--- src/rtl/mem_arbiter.sv ---
// mem_arbiter: round-robin sharing of a 1R1W sync-read memory between
// clients A and B, with read-after-write stall and tagged read return.
module mem_arbiter #(
  parameter int DATA_WIDTH = 4,
  parameter int ADDR_WIDTH = 2
) (
  input  logic                  clk,
  input  logic                  rst_n,

  input  logic                  a_wr_req,
  input  logic [ADDR_WIDTH-1:0] a_wr_addr,
  input  logic [DATA_WIDTH-1:0] a_wr_data,
  output logic                  a_wr_gnt,
  input  logic                  a_rd_req,
  input  logic [ADDR_WIDTH-1:0] a_rd_addr,
  output logic                  a_rd_gnt,
  output logic                  a_rd_valid,

  input  logic                  b_wr_req,
  input  logic [ADDR_WIDTH-1:0] b_wr_addr,
  input  logic [DATA_WIDTH-1:0] b_wr_data,
  output logic                  b_wr_gnt,
  input  logic                  b_rd_req,
  input  logic [ADDR_WIDTH-1:0] b_rd_addr,
  output logic                  b_rd_gnt,
  output logic                  b_rd_valid,

  output logic [DATA_WIDTH-1:0] rd_data,

  output logic                  mem_wr_en,
  output logic [ADDR_WIDTH-1:0] mem_wr_addr,
  output logic [DATA_WIDTH-1:0] mem_wr_data,
  output logic                  mem_rd_en,
  output logic [ADDR_WIDTH-1:0] mem_rd_addr,
  input  logic [DATA_WIDTH-1:0] mem_rd_data
);

  typedef enum logic {
    CL_A = 1'b0,
    CL_B = 1'b1
  } client_e;

  client_e wr_rr;
  client_e rd_rr;
  client_e rd_owner;
  logic    rd_pend;

  logic                  wr_both;
  logic                  wr_any;
  logic                  wr_pick_b;
  logic                  wr_go;
  logic [ADDR_WIDTH-1:0] wr_addr_sel;
  logic [DATA_WIDTH-1:0] wr_data_sel;

  logic                  rd_both;
  logic                  rd_any;
  logic                  rd_pick_b;
  logic                  rd_go;
  logic                  hazard;
  logic [ADDR_WIDTH-1:0] rd_addr_sel;

  // Write port decision: pointer only matters when both ask.
  always_comb begin
    wr_both     = a_wr_req & b_wr_req;
    wr_any      = a_wr_req | b_wr_req;
    wr_pick_b   = wr_both ? (wr_rr == CL_B) : b_wr_req;
    wr_go       = wr_any & rst_n;
    wr_addr_sel = wr_pick_b ? b_wr_addr : a_wr_addr;
    wr_data_sel = wr_pick_b ? b_wr_data : a_wr_data;
  end

  // Read port follows the write decision so a colliding read waits
  // one cycle and then sees the freshly written word.
  always_comb begin
    rd_both     = a_rd_req & b_rd_req;
    rd_any      = a_rd_req | b_rd_req;
    rd_pick_b   = rd_both ? (rd_rr == CL_B) : b_rd_req;
    rd_addr_sel = rd_pick_b ? b_rd_addr : a_rd_addr;
    hazard      = wr_go & rd_any & (rd_addr_sel == wr_addr_sel);
    rd_go       = rd_any & rst_n & ~hazard;
  end

  always_comb begin
    a_wr_gnt    = wr_go & ~wr_pick_b;
    b_wr_gnt    = wr_go & wr_pick_b;
    a_rd_gnt    = rd_go & ~rd_pick_b;
    b_rd_gnt    = rd_go & rd_pick_b;
    mem_wr_en   = wr_go;
    mem_wr_addr = wr_addr_sel;
    mem_wr_data = wr_data_sel;
    mem_rd_en   = rd_go;
    mem_rd_addr = rd_addr_sel;
    rd_data     = mem_rd_data;
    a_rd_valid  = rd_pend & (rd_owner == CL_A);
    b_rd_valid  = rd_pend & (rd_owner == CL_B);
  end

  always_ff @(posedge clk or negedge rst_n) begin
    if (!rst_n) begin
      wr_rr    <= CL_A;
      rd_rr    <= CL_A;
      rd_pend  <= 1'b0;
      rd_owner <= CL_A;
    end else begin
      if (wr_go && wr_both) begin
        wr_rr <= wr_pick_b ? CL_A : CL_B;
      end
      if (rd_go && rd_both) begin
        rd_rr <= rd_pick_b ? CL_A : CL_B;
      end
      rd_pend <= rd_go;
      if (rd_go) begin
        rd_owner <= rd_pick_b ? CL_B : CL_A;
      end
    end
  end

endmodule

--- config.mk ---
export PLATFORM = sky130hd
export DESIGN_NAME = mem_arbiter
export DESIGN_NICKNAME = d
export VERILOG_FILES = /design/src/rtl/mem_arbiter.sv
export SDC_FILE = /design/constraint.sdc
export NUM_CORES = 1
export LEC_CHECK = 0
export CAP_MARGIN = 10
export CORE_MARGIN = 3
export CORE_UTILIZATION = 27
export CTS_CLUSTER_SIZE = 40
export DETAILED_ROUTE_END_ITERATION = 10
export HOLD_SLACK_MARGIN = 0.15
export PLACE_DENSITY = 0.89
export SYNTH_ARGS = -nofsm -noshare
export SYNTH_HDL_FRONTEND = slang
export SYNTH_SLANG_ARGS = --single-unit
--- constraint.sdc ---
create_clock -name clk -period 2.15 [get_ports clk]
set_clock_uncertainty 0.05 [all_clocks]
set_input_delay 0.43 -clock clk [delete_from_list [all_inputs] [get_ports clk]]
set_output_delay 0.43 -clock clk [all_outputs]
set_load 0.02 [all_outputs]
==> results.env, run 1 <==
POWER.DENSITY_nW_PER_UM2=651.6
WORST-SLEW-PIN-TRANSITION_NS=0.4863
SYNTHESIS.INSTANCES=38
VIAS=502
GRT_USAGE_PCT=15.96
NUMBER_OF_STANDARD_CELLS_IN_THE_LAYOUT_TAPS_IN_AND_FILLERS_OUT=109
GRT_FIRST_PASS_WIRELENGTH_MM=2.373
SYNTH_AREA_PER_CELL_SQ_UM=10.96
REQUIRED_NS=1.67
RUN_STATUS='finished with violations'
CRIT_PATH_END_KIND='primary output'
DIE_W_MICRONS=45.28
GRT_OVERFLOW=0
MAXCAPVIOLATIONS=0
LAYOUT-DRIVE-GT1-SHARE_PCT=45.74
COMB_POWER_SHARE_PCT=66.0
CTS_TREE='built'
CRITPATHSLOWESTCELL='sky130_fd_sc_hd__dfrtp_1'
DIODES=0
SYNTH_FP_NETS=64
RSZ0062_AT_GRT='yes'
CTS.PATH.MAX_BUFFERS=2
TIMING.CRITICAL_PATH.ARRIVAL_NS=1.87
WHS_NS=0.4964
COMBINATIONAL_FAMILY_WITH_THE_MOST_AREA_AFTER_SYNTHESIS='multiplexers'
SYNTH_TOP_FLOP_CELL='sky130_fd_sc_hd__dfrtp_1'
SYNTHDOMINANTCELLAREASHARE_PCT=24.02
POST_SYNTH_XOR_AREA_FRACTION_PCT=12.01
TIMING.CRITICAL_PATH.FANOUT_MAX=4
START_KIND='flip-flop'
IR_WORST_VDD_uV=335.9
INITIALDRTVIOLATIONCOUNT=0
FINALHOLDVIOLCOUNT=0
SYNTHDISTINCTLIBCELLS=22
SWSHARE_PCT=35.79
DR.PASS1.ITERS=1
CHIPHEIGHT_MICRONS=45.28
ROW_COUNT=13
DP.CELLS=98
SETUP_VIOLATIONS=3
SHARE_CLK_OF_TOTAL_POWER_PCT=14.8
VIAS_PER_CELL=4.606
ROUTE.DETAILED.DRC=0
ROUTABILITYCONGESTION=0.6635
CLKSINKCOUNT=4
PRECTSSETUPSLACK_NS=-1.072
AREA_OCCUPIED_BY_MULTI_INPUT_GATES_SQ_UM=330.3
POWER_SWITCHING_W=0.0002346
PERIOD_SHARE_PCT=109.3
SYNTH_TOP_CELL_BY_AREA='sky130_fd_sc_hd__dfrtp_1'
FINAL.FILL_COUNT=99
TIMING_LIMITED_MAXIMUM_FREQUENCY_MHz=425.6
CTS_MADE_BUFFERS=3
FF_LATCH_COUNT_SYNTH=4
MAX-SLEW-MARGIN-REL_PCT=67.23
SYNTH-COMPOUND-AREA-SHARE_PCT=11.71
SYNTH_ENABLE_FLOP_CELLS=0
PLACEABLECOREAREA_SQ_UM=1366
FF_LATCH_AREA_SQ_UM=100.1
MAX_STAGE_DELAY_NS=0.41
IO_PINS=46
CTS_ROOT_BUF='sky130_fd_sc_hd__clkbuf_4'
SYNTH_SEQUENTIAL_AREA_RATIO_PCT=24.02
SYNTHESIS.YOSYS.WARNINGS=0
NUMBER_OF_PINS_EXCEEDING_THEIR_MAX_SLEW_LIMIT_IN_THE_FINAL_REPORT=0
SYNTH.MUX.AREA_FRACTION_PCT=27.63
WORSTSKEWPAIRLATENCY_NS=0.24
FINALWORSTSETUPSLACK_NS=-0.1999
POST_SYNTH_INSTANCE_AREA_SQ_UM=416.7
DRT-WIRELENGTH-PER-CELL_MICRONS=13.62
YOSYS-TOP-CELLS-AREA='sky130_fd_sc_hd__dfrtp_1 24%, sky130_fd_sc_hd__mux2_4 14%, sky130_fd_sc_hd__mux2_1 11%'
FLOORPLAN.DIE_AREA_SQ_UM=2050
IO_BUFFER_COUNT=37
GRT_ANTENNA_BEFORE_REPAIR=0
SYNTHTOLAYOUTAREAGROWTH_PCT=141.4
GRT_MAX_DEGREE=6
WORSTHOLDPATHTYPE='flip-flop to flip-flop'
FINALWIRELENGTH_MM=1.485
STARTING_UTILIZATION_OF_THE_CORE_AREA_PCT=30.49
FINISH.NET_COUNT=122
POWER_LEAKAGE_nW=0.4739
WORSTPATHCELLLIST='o21ai_4 > mux2_4 > xnor2_4 > a31oi_4 > and2b_2 > buf_6'
SEQ_POWER_SHARE_PCT=19.2
SYNTH-SIMPLE-AREA-SHARE_PCT=15.62
HPWL_MM=1.125
FRACTION_OF_THE_MAPPED_NETLIST_AREA_IN_ADDER_CELLS_PCT=0
ANTENNA_VIOLATING_NETS_POST_ROUTE=0
ASYNC_SR_FLOP_FRACTION_PCT=100.0
HTREE_LEVELS=1
PERIOD_NEEDED_NS=2.350
CLOCK_SLEW_AT_REPORTED_PATH_FFS_NS=0.04
POWER_REPORT.INTERNAL_TOTAL_W=0.0004209
VIA_COUNT_OF_THE_FIRST_GLOBAL_ROUTING_PASS=589
LAYOUT_COMMON_CELLS='19 x sky130_fd_sc_hd__clkdlybuf4s50_1, 19 x sky130_fd_sc_hd__buf_4, 8 x sky130_fd_sc_hd__dlygate4sd2_1'
FAILING_CHECKS='setup timing'
CRITICALPATHCATEGORY='flip-flop to primary output'
==> state kept, by name (all words and copies together) (netlist names) <==
name      count
rd_owner      1
rd_pend       1
rd_rr         1
wr_rr         1
==> power by group through the flow <==
stage                     clock network (W)  registers [W]  logic [W]
final                             0.0000968       0.000126   0.000433
after CTS                         0.0000983       0.000128   0.000396
after detailed placement                  0       0.000129   0.000387
after global placement                    0       0.000127   0.000377
after floorplan                           0       0.000123   0.000215
after global routing              0.0000993       0.000128   0.000458
==> kinds of logic after synthesis <==
kind of cell | after synthesis
compound gates | 5
buf+inv | 6
mux | 9
simple gates | 10
flops | 4
xor+xnor | 4
==> cell type report <==
class	instances	share of cell area, %
clock buffers	3	2.239
inverters	2	1.990
multi-input cells	28	32.84
repair buffers	57	51.12
flip-flops and latches	4	9.950
well taps	15	1.866
==> Yosys cell counts, types with 2 or more instances <==
cell type	n
sky130_fd_sc_hd__and2_1	3
sky130_fd_sc_hd__buf_4	4
sky130_fd_sc_hd__dfrtp_1	4
sky130_fd_sc_hd__inv_1	2
sky130_fd_sc_hd__mux2_1	4
sky130_fd_sc_hd__mux2_4	4
sky130_fd_sc_hd__xnor2_2	2
==> metrics by stage <==
stage          power (W)  setup TNS [ns]  cell area (sq um)  util, %
3_5_place_dp   0.0005155          -8.271              917.1    67.12
4_1_cts        0.0006229         -0.5119              958.4    70.15
6_report       0.0006555         -0.4893               1006    73.63
5_1_grt        0.0006850         -0.6451               1006    73.63
2_1_floorplan  0.0003376        -0.07406              467.9        -
3_3_place_gp   0.0005042          -7.827              917.1    67.12
==> timing repair <==
item | in CTS | in global routing
hold buffers | 0 | 0
gates resized for setup | 37 | 10
setup buffers | 4 | 4
setup endpoints to repair | 16 | 10
pin swaps | 4 | 5
==> critical path: cells and delay by family (launching register included) <==
family	cells	cell delay, ns
DFF	1	0.41
muxes	1	0.36
AOI/OAI and AO/OA	2	0.31
and+or+nand+nor	1	0.22
xor gates and xnor gates	1	0.20
buffers and inverters	1	0.13
==> routing by layer <==
layer  track usage, %  up-vias  part of all wire (%)
met2            29.38       35                    51
met1            15.59      222                    36
li1                 -      241                     -
met3            3.187        4                    11
met5                0        -                     0
met4            11.11        0                   2.8
==> worst paths after layout <==
kind	start	end	slack [ns]	cells after the start
min in group asynchronous	rst_n	wr_rr	0.51	2
max in group asynchronous	rst_n	rd_pend	1.44	2
hold reg to reg	rd_owner	rd_owner	0.50	2
setup / recovery	rd_rr	b_rd_gnt	-0.20	6
hold / removal	rd_owner	rd_owner	0.50	2
setup reg to reg	wr_rr	rd_rr	0.10	9
(Power assumes the default switching activity.)
==> run 2: changes to the inputs <==
- PLACE_DENSITY: 0.89 -> 0.79
==> run 2 against run 1 <==
  * The flow still finishes with violations (setup timing)
  * Routed wire length decreased by 12%
  * Maximum frequency increased by 1.4%
  * Count of clock-buffer cells in the layout unchanged
  * Non-clock buffer count increased by 1
  * Largest cell class unchanged
  * Largest power group unchanged
==> results.env, run 2 (synthesis results as in run 1) <==
RUN_STATUS='finished with violations'
FAILING_CHECKS='setup timing'
PRECTSSETUPSLACK_NS=-1.069  # +0.002950 ns
IO_BUFFER_COUNT=37  # unchanged
HOLD_PATH_STARTPOINT='wr_rr'
SETUP_VIOLATIONS=3  # unchanged
VIAS=499  # -0.60%
NUMBER_OF_PINS_EXCEEDING_THEIR_MAX_SLEW_LIMIT_IN_THE_FINAL_REPORT=0  # unchanged
WORSTHOLDPATHTYPE='flip-flop to flip-flop'
FINALPOWER_W=0.0006427  # -1.9%
WHS_NS=0.4295  # -0.06688 ns
SYNTHTOLAYOUTAREAGROWTH_PCT=141.7
HOLDPATHEND='wr_rr'
RSZ0062_AT_GRT='yes'
CRIT_PATH_END_KIND='primary output'
HPWL_MM=1.128  # +0.25%
CLKSINKCOUNT=4  # unchanged
INITIALDRTVIOLATIONCOUNT=0  # unchanged
DIODES=0  # unchanged
TNS_NS=-0.4410  # +0.04824 ns
CTS.PATH.MAX_BUFFERS=2  # unchanged
TIMING.CRITICAL_PATH.ARRIVAL_NS=1.84  # -0.03 ns
CHIPHEIGHT_MICRONS=45.28  # unchanged
FINALHOLDVIOLCOUNT=0  # unchanged
PERIOD_NEEDED_NS=2.318  # -0.03158 ns
VIA_COUNT_OF_THE_FIRST_GLOBAL_ROUTING_PASS=545  # -7.5%
IO_PINS=46  # unchanged
POWER_LEAKAGE_nW=0.4759  # +0.41%
CLOCK_SLEW_AT_REPORTED_PATH_FFS_NS=0.04  # about the same
TIMING.REG2REG.SETUP_SLACK_NS=0.08  # -0.02 ns
WORST-SLEW-PIN-TRANSITION_NS=0.2206  # -0.2657 ns
HOLD_DEPTH=1  # -1
LAYOUT_COMMONEST_CELL='sky130_fd_sc_hd__buf_4'
LAYOUT-DRIVE-GT1-SHARE_PCT=49.47  # +3.7 points
FLOORPLAN.DIE_AREA_SQ_UM=2050  # unchanged
STARTING_UTILIZATION_OF_THE_CORE_AREA_PCT=30.49  # unchanged
FINISH.NET_COUNT=123  # +0.82%
CTS_MADE_BUFFERS=3  # unchanged
DIE_W_MICRONS=45.28  # unchanged
R2R-START='rd_rr'
LAYOUT_COMMON_CELLS='20 x sky130_fd_sc_hd__buf_4, 19 x sky130_fd_sc_hd__clkdlybuf4s50_1, 6 x sky130_fd_sc_hd__dlygate4sd2_1'
GRT_ANTENNA_BEFORE_REPAIR=0  # unchanged
WORSTSKEWPAIRLATENCY_NS=0.23  # about the same
ROUTABILITYCONGESTION=0.6683  # +0.72%
PLACEABLECOREAREA_SQ_UM=1366  # unchanged
POWER.DENSITY_nW_PER_UM2=638.1  # -2.1%
GRT_OVERFLOW=0  # unchanged
GRT_USAGE_PCT=14.24  # -1.7 points
GRT_MAX_DEGREE=7  # +1
START_KIND='flip-flop'
VIAS_PER_CELL=4.536  # -1.5%
FINALWORSTSETUPSLACK_NS=-0.1683  # +0.03158 ns
GRT_FIRST_PASS_WIRELENGTH_MM=2.132  # -10%
HTREE_LEVELS=1  # unchanged
MAX-SLEW-MARGIN-REL_PCT=85.29  # +18 points
FINALWIRELENGTH_MM=1.313  # -12%
R2R_CELLS=8  # -1
DRT-WIRELENGTH-PER-CELL_MICRONS=11.94  # -12%
PERIOD_SHARE_PCT=107.8  # -1.5 points
CTS_TREE='built'
ROW_COUNT=13  # unchanged
REQUIRED_NS=1.67  # about the same
DR.PASS1.ITERS=1  # unchanged
ROUTE.DETAILED.DRC=0  # unchanged
MAXCAPVIOLATIONS=0  # unchanged
CRITICALPATHCATEGORY='flip-flop to primary output'
IR_WORST_VDD_uV=284.1  # -15%
R2R-END='rd_rr'
ANTENNA_VIOLATING_NETS_POST_ROUTE=0  # unchanged
TIMING.CRITICAL_PATH.FANOUT_MAX=3  # -1
CTS_ROOT_BUF='sky130_fd_sc_hd__clkbuf_4'
CTS-HOLD-FIX-BUFFERS=0  # unchanged
TIMING_LIMITED_MAXIMUM_FREQUENCY_MHz=431.3  # +1.4%
-- run 2: changes by cell type in the layout (fill, tap and decap cells not counted), sizes merged --
cell / change
buf: +2
clkbuf: +2
dlygate4sd2: -2
clkdlybuf4s15: -1
-- run 2: worst max-delay path by stage --
stage	slack, ns	startpoint	to
2_1_floorplan	-0.05	a_rd_req	b_rd_gnt
3_3_place_gp	-1.02	a_rd_req	b_rd_gnt
3_5_place_dp	-1.07	a_rd_req	b_rd_gnt
4_1_cts	-0.20	rd_rr	b_rd_gnt
5_1_grt	-0.25	rd_rr	b_rd_gnt
6_report	-0.17	rd_rr	b_rd_gnt
-- run 2: repair_timing --
action | in CTS | in global routing
gates cloned | 0 | 0
buffers inserted | 4 | 2
resized for setup | 44 | 9
setup endpoints to repair | 16 | 10
pin swaps | 5 | 4
-- run 2: through the flow --
step	area (sq um)	std cells	util, %
after floorplan	467.9	38	-
after global placement	939.7	101	68.77
after detailed placement	939.7	101	68.77
after CTS	994.7	108	72.80
after global routing	1007	110	73.72
final	1007	110	73.72
-- run 2: area by class of cell --
type                    count  area (sq um)
clock buffers               3         22.52
inverters                   2         20.02
fillers                   101         359.1
flip-flops and latches      4         100.1
well taps                  15         18.77
repair buffers             58         509.2
multi-input cells          28         336.6
-- run 2: where the power goes --
part / switching, W / total [W] / internal [W]
clock network: 0.0000293 / 0.0000916 / 0.0000623
logic: 0.000171 / 0.000423 / 0.000251
registers: 0.0000252 / 0.000128 / 0.000103
total: 0.000226 / 0.000643 / 0.000417
-- run 2: layer usage --
| metal | GRT usage [%] | part of all wire (%) | wire length, microns |
|---|---|---|---|
| met5 | 0 | 0 | 0 |
| met4 | 3.509 | 0 | 0 |
| met3 | 6.773 | 15 | 192 |
| met2 | 26.27 | 53 | 698 |
| met1 | 14.11 | 32 | 422 |
-- run 2: worst max-delay path, cell delays in order (launching register included) --
cell and delay (ns):
sky130_fd_sc_hd__dfrtp_1 0.41, sky130_fd_sc_hd__o21ai_4 0.19, sky130_fd_sc_hd__mux2_4 0.36, sky130_fd_sc_hd__xnor2_4 0.20
sky130_fd_sc_hd__a31oi_4 0.11, sky130_fd_sc_hd__and2b_2 0.21, sky130_fd_sc_hd__buf_6 0.13
==> run 3: changes to the inputs <==
- PLACE_DENSITY: 0.79 -> 0.89
- SETUP_SLACK_MARGIN: default -> 0.02
==> run 3 against run 2 <==
  * The run still ends with setup timing left
  * Via count shrank 2.2%
  * Sequential share of layout area up 0.38 points
  * Final area is 3.7% lower
  * Total power decreased by 2.6%
  * Largest power group unchanged
==> results.env, run 3 (synthesis results as in run 1) <==
RUN_STATUS='finished with violations'
FAILING_CHECKS='setup timing'
ROUTABILITYCONGESTION=0.6635  # -0.72%
FINALWIRELENGTH_MM=1.419  # +8.1%
CRITPATHSLOWESTCELL='sky130_fd_sc_hd__dfrtp_1'
MAXCAPVIOLATIONS=0  # unchanged
IO_BUFFER_COUNT=37  # unchanged
GRT_MAX_DEGREE=6  # -1
DIODES=0  # unchanged
ANTENNA_VIOLATING_NETS_POST_ROUTE=0  # unchanged
VIAS=488  # -2.2%
POWER_LEAKAGE_nW=0.4696  # -1.3%
CLOCK_SLEW_AT_REPORTED_PATH_FFS_NS=0.04  # about the same
HTREE_LEVELS=1  # unchanged
FINAL.FILL_COUNT=107  # +5.9%
CRIT_PATH_END_KIND='primary output'
WORSTPATHCELLLIST='o21ai_4 > mux2_4 > xnor2_4 > a31oi_4 > and2b_2 > buf_6'
CRITICALPATHCATEGORY='flip-flop to primary output'
FINALWORSTSETUPSLACK_NS=-0.2141  # -0.04578 ns
CTS.PATH.MAX_BUFFERS=2  # unchanged
FF_LATCH_AREA_SQ_UM=100.1  # unchanged
GRT_FIRST_PASS_WIRELENGTH_MM=2.359  # +11%
PERIOD_SHARE_PCT=110.0  # +2.1 points
LAYOUT-DRIVE-GT1-SHARE_PCT=50.00  # +0.53 points
WORSTSKEWPAIRLATENCY_NS=0.24  # about the same
TIMING.CRITICAL_PATH.FANOUT_MAX=4  # +1
IO_PINS=46  # unchanged
GRT_OVERFLOW=0  # unchanged
STARTING_UTILIZATION_OF_THE_CORE_AREA_PCT=30.49  # unchanged
GRT_USAGE_PCT=15.96  # +1.7 points
AREA_OCCUPIED_BY_MULTI_INPUT_GATES_SQ_UM=329.1  # -2.2%
ROUTE.DETAILED.DRC=0  # unchanged
TIMING.CRITICAL_PATH.ARRIVAL_NS=1.88  # +0.04 ns
SETUP_VIOLATIONS=3  # unchanged
DIE_W_MICRONS=45.28  # unchanged
WORSTHOLDPATHTYPE='primary input to asynchronous set/reset pin'
TIMING_LIMITED_MAXIMUM_FREQUENCY_MHz=423.0  # -1.9%
PERIOD_NEEDED_NS=2.364  # +0.04578 ns
VIA_COUNT_OF_THE_FIRST_GLOBAL_ROUTING_PASS=592  # +8.6%
HPWL_MM=1.125  # -0.25%
SYNTHTOLAYOUTAREAGROWTH_PCT=132.7
MAX-SLEW-MARGIN-REL_PCT=64.19  # -21 points
FINALPOWER_W=0.0006259  # -2.6%
VIAS_PER_CELL=4.561  # +0.54%
INITIALDRTVIOLATIONCOUNT=2  # +2
DR.PASS1.ITERS=2  # +1
TIMING.CRITICAL_PATH.MAX_DELAY_FAMILY='flip-flops'
FINAL_UTIL_PCT=70.97  # -2.7 points
NUMBER_OF_PINS_EXCEEDING_THEIR_MAX_SLEW_LIMIT_IN_THE_FINAL_REPORT=0  # unchanged
ROW_COUNT=13  # unchanged
CLKSINKCOUNT=4  # unchanged
LAYOUT_COMMON_CELLS='18 x sky130_fd_sc_hd__clkdlybuf4s50_1, 17 x sky130_fd_sc_hd__buf_4, 7 x sky130_fd_sc_hd__dlygate4sd2_1'
WORST-PATH-BUF-INV=1  # unchanged
START_KIND='flip-flop'
CTS_ROOT_BUF='sky130_fd_sc_hd__clkbuf_4'
FLOORPLAN.DIE_AREA_SQ_UM=2050  # unchanged
REQUIRED_NS=1.67  # about the same
CTS_MADE_BUFFERS=3  # unchanged
GRT_ANTENNA_BEFORE_REPAIR=0  # unchanged
PLACEABLECOREAREA_SQ_UM=1366  # unchanged
FINISH.NET_COUNT=120  # -2.4%
CTS_TREE='built'
FINALHOLDVIOLCOUNT=0  # unchanged
POWER.DENSITY_nW_PER_UM2=645.4  # +1.1%
WORST-SLEW-PIN-TRANSITION_NS=0.5316  # +0.3110 ns
CTS-HOLD-FIX-BUFFERS=0  # unchanged
MAX_STAGE_DELAY_NS=0.41  # about the same
IR_WORST_VDD_uV=321.9  # +13%
DRT-WIRELENGTH-PER-CELL_MICRONS=13.26  # +11%
LAYOUT_COMMONEST_CELL='sky130_fd_sc_hd__clkdlybuf4s50_1'
CHIPHEIGHT_MICRONS=45.28  # unchanged
RSZ0062_AT_GRT='yes'
## run 3: stage by stage
step | setup WS, ns | instances | cell area (sq um) | TNS, ns | hold WS, ns
2_1_floorplan | -0.05002 | 38 | 467.9 | -0.07406 | 0.08441
3_3_place_gp | -1.026 | 98 | 917.1 | -7.827 | 0.4187
3_5_place_dp | -1.072 | 98 | 917.1 | -8.271 | 0.4384
4_1_cts | -0.2206 | 105 | 964.7 | -0.5119 | 0.4443
5_1_grt | -0.2605 | 107 | 969.7 | -0.7119 | 0.1674
6_report | -0.2141 | 107 | 969.7 | -0.5870 | 0.1278
## run 3: power by group
part	internal, W	switching [W]
logic	0.000232	0.000172
clock network	0.0000625	0.0000312
registers	0.000103	0.0000246
total	0.000398	0.000228
## run 3: final cells by class
cell class | instances | area share, %
repair buffers | 55 | 49.42
well taps | 15 | 1.935
flip-flops and latches | 4 | 10.32
inverters | 2 | 2.065
clock buffers | 3 | 2.323
multi-input cells | 28 | 33.94
## run 3: what timing repair did
item	4_1_cts	5_1_grt
pin swaps	4	4
gates cloned	0	0
endpoints found under the hold margin	0	0
resized for setup	42	12
buffers inserted	4	2
setup endpoints to repair	16	11
## run 3: metal layers
layer	part of all wire, %	track usage [%]	vias to the layer above
li1	-	-	236
met4	1.8	11.11	0
met3	10	3.187	2
met1	36	15.35	217
met2	52	29.66	33
met5	0	0	-
## run 3: path summary, 6_finish.rpt
kind | from | to | slack [ns] | cells past startpoint
setup reg to reg | rd_rr | rd_rr | 0.22 | 7
hold reg to reg | wr_rr | wr_rr | 0.44 | 1
hold / removal | rst_n | wr_rr | 0.13 | 2
max in group asynchronous | rst_n | rd_pend | 1.81 | 2
min in group clk | wr_rr | wr_rr | 0.44 | 1
setup / recovery | rd_rr | b_rd_gnt | -0.21 | 6
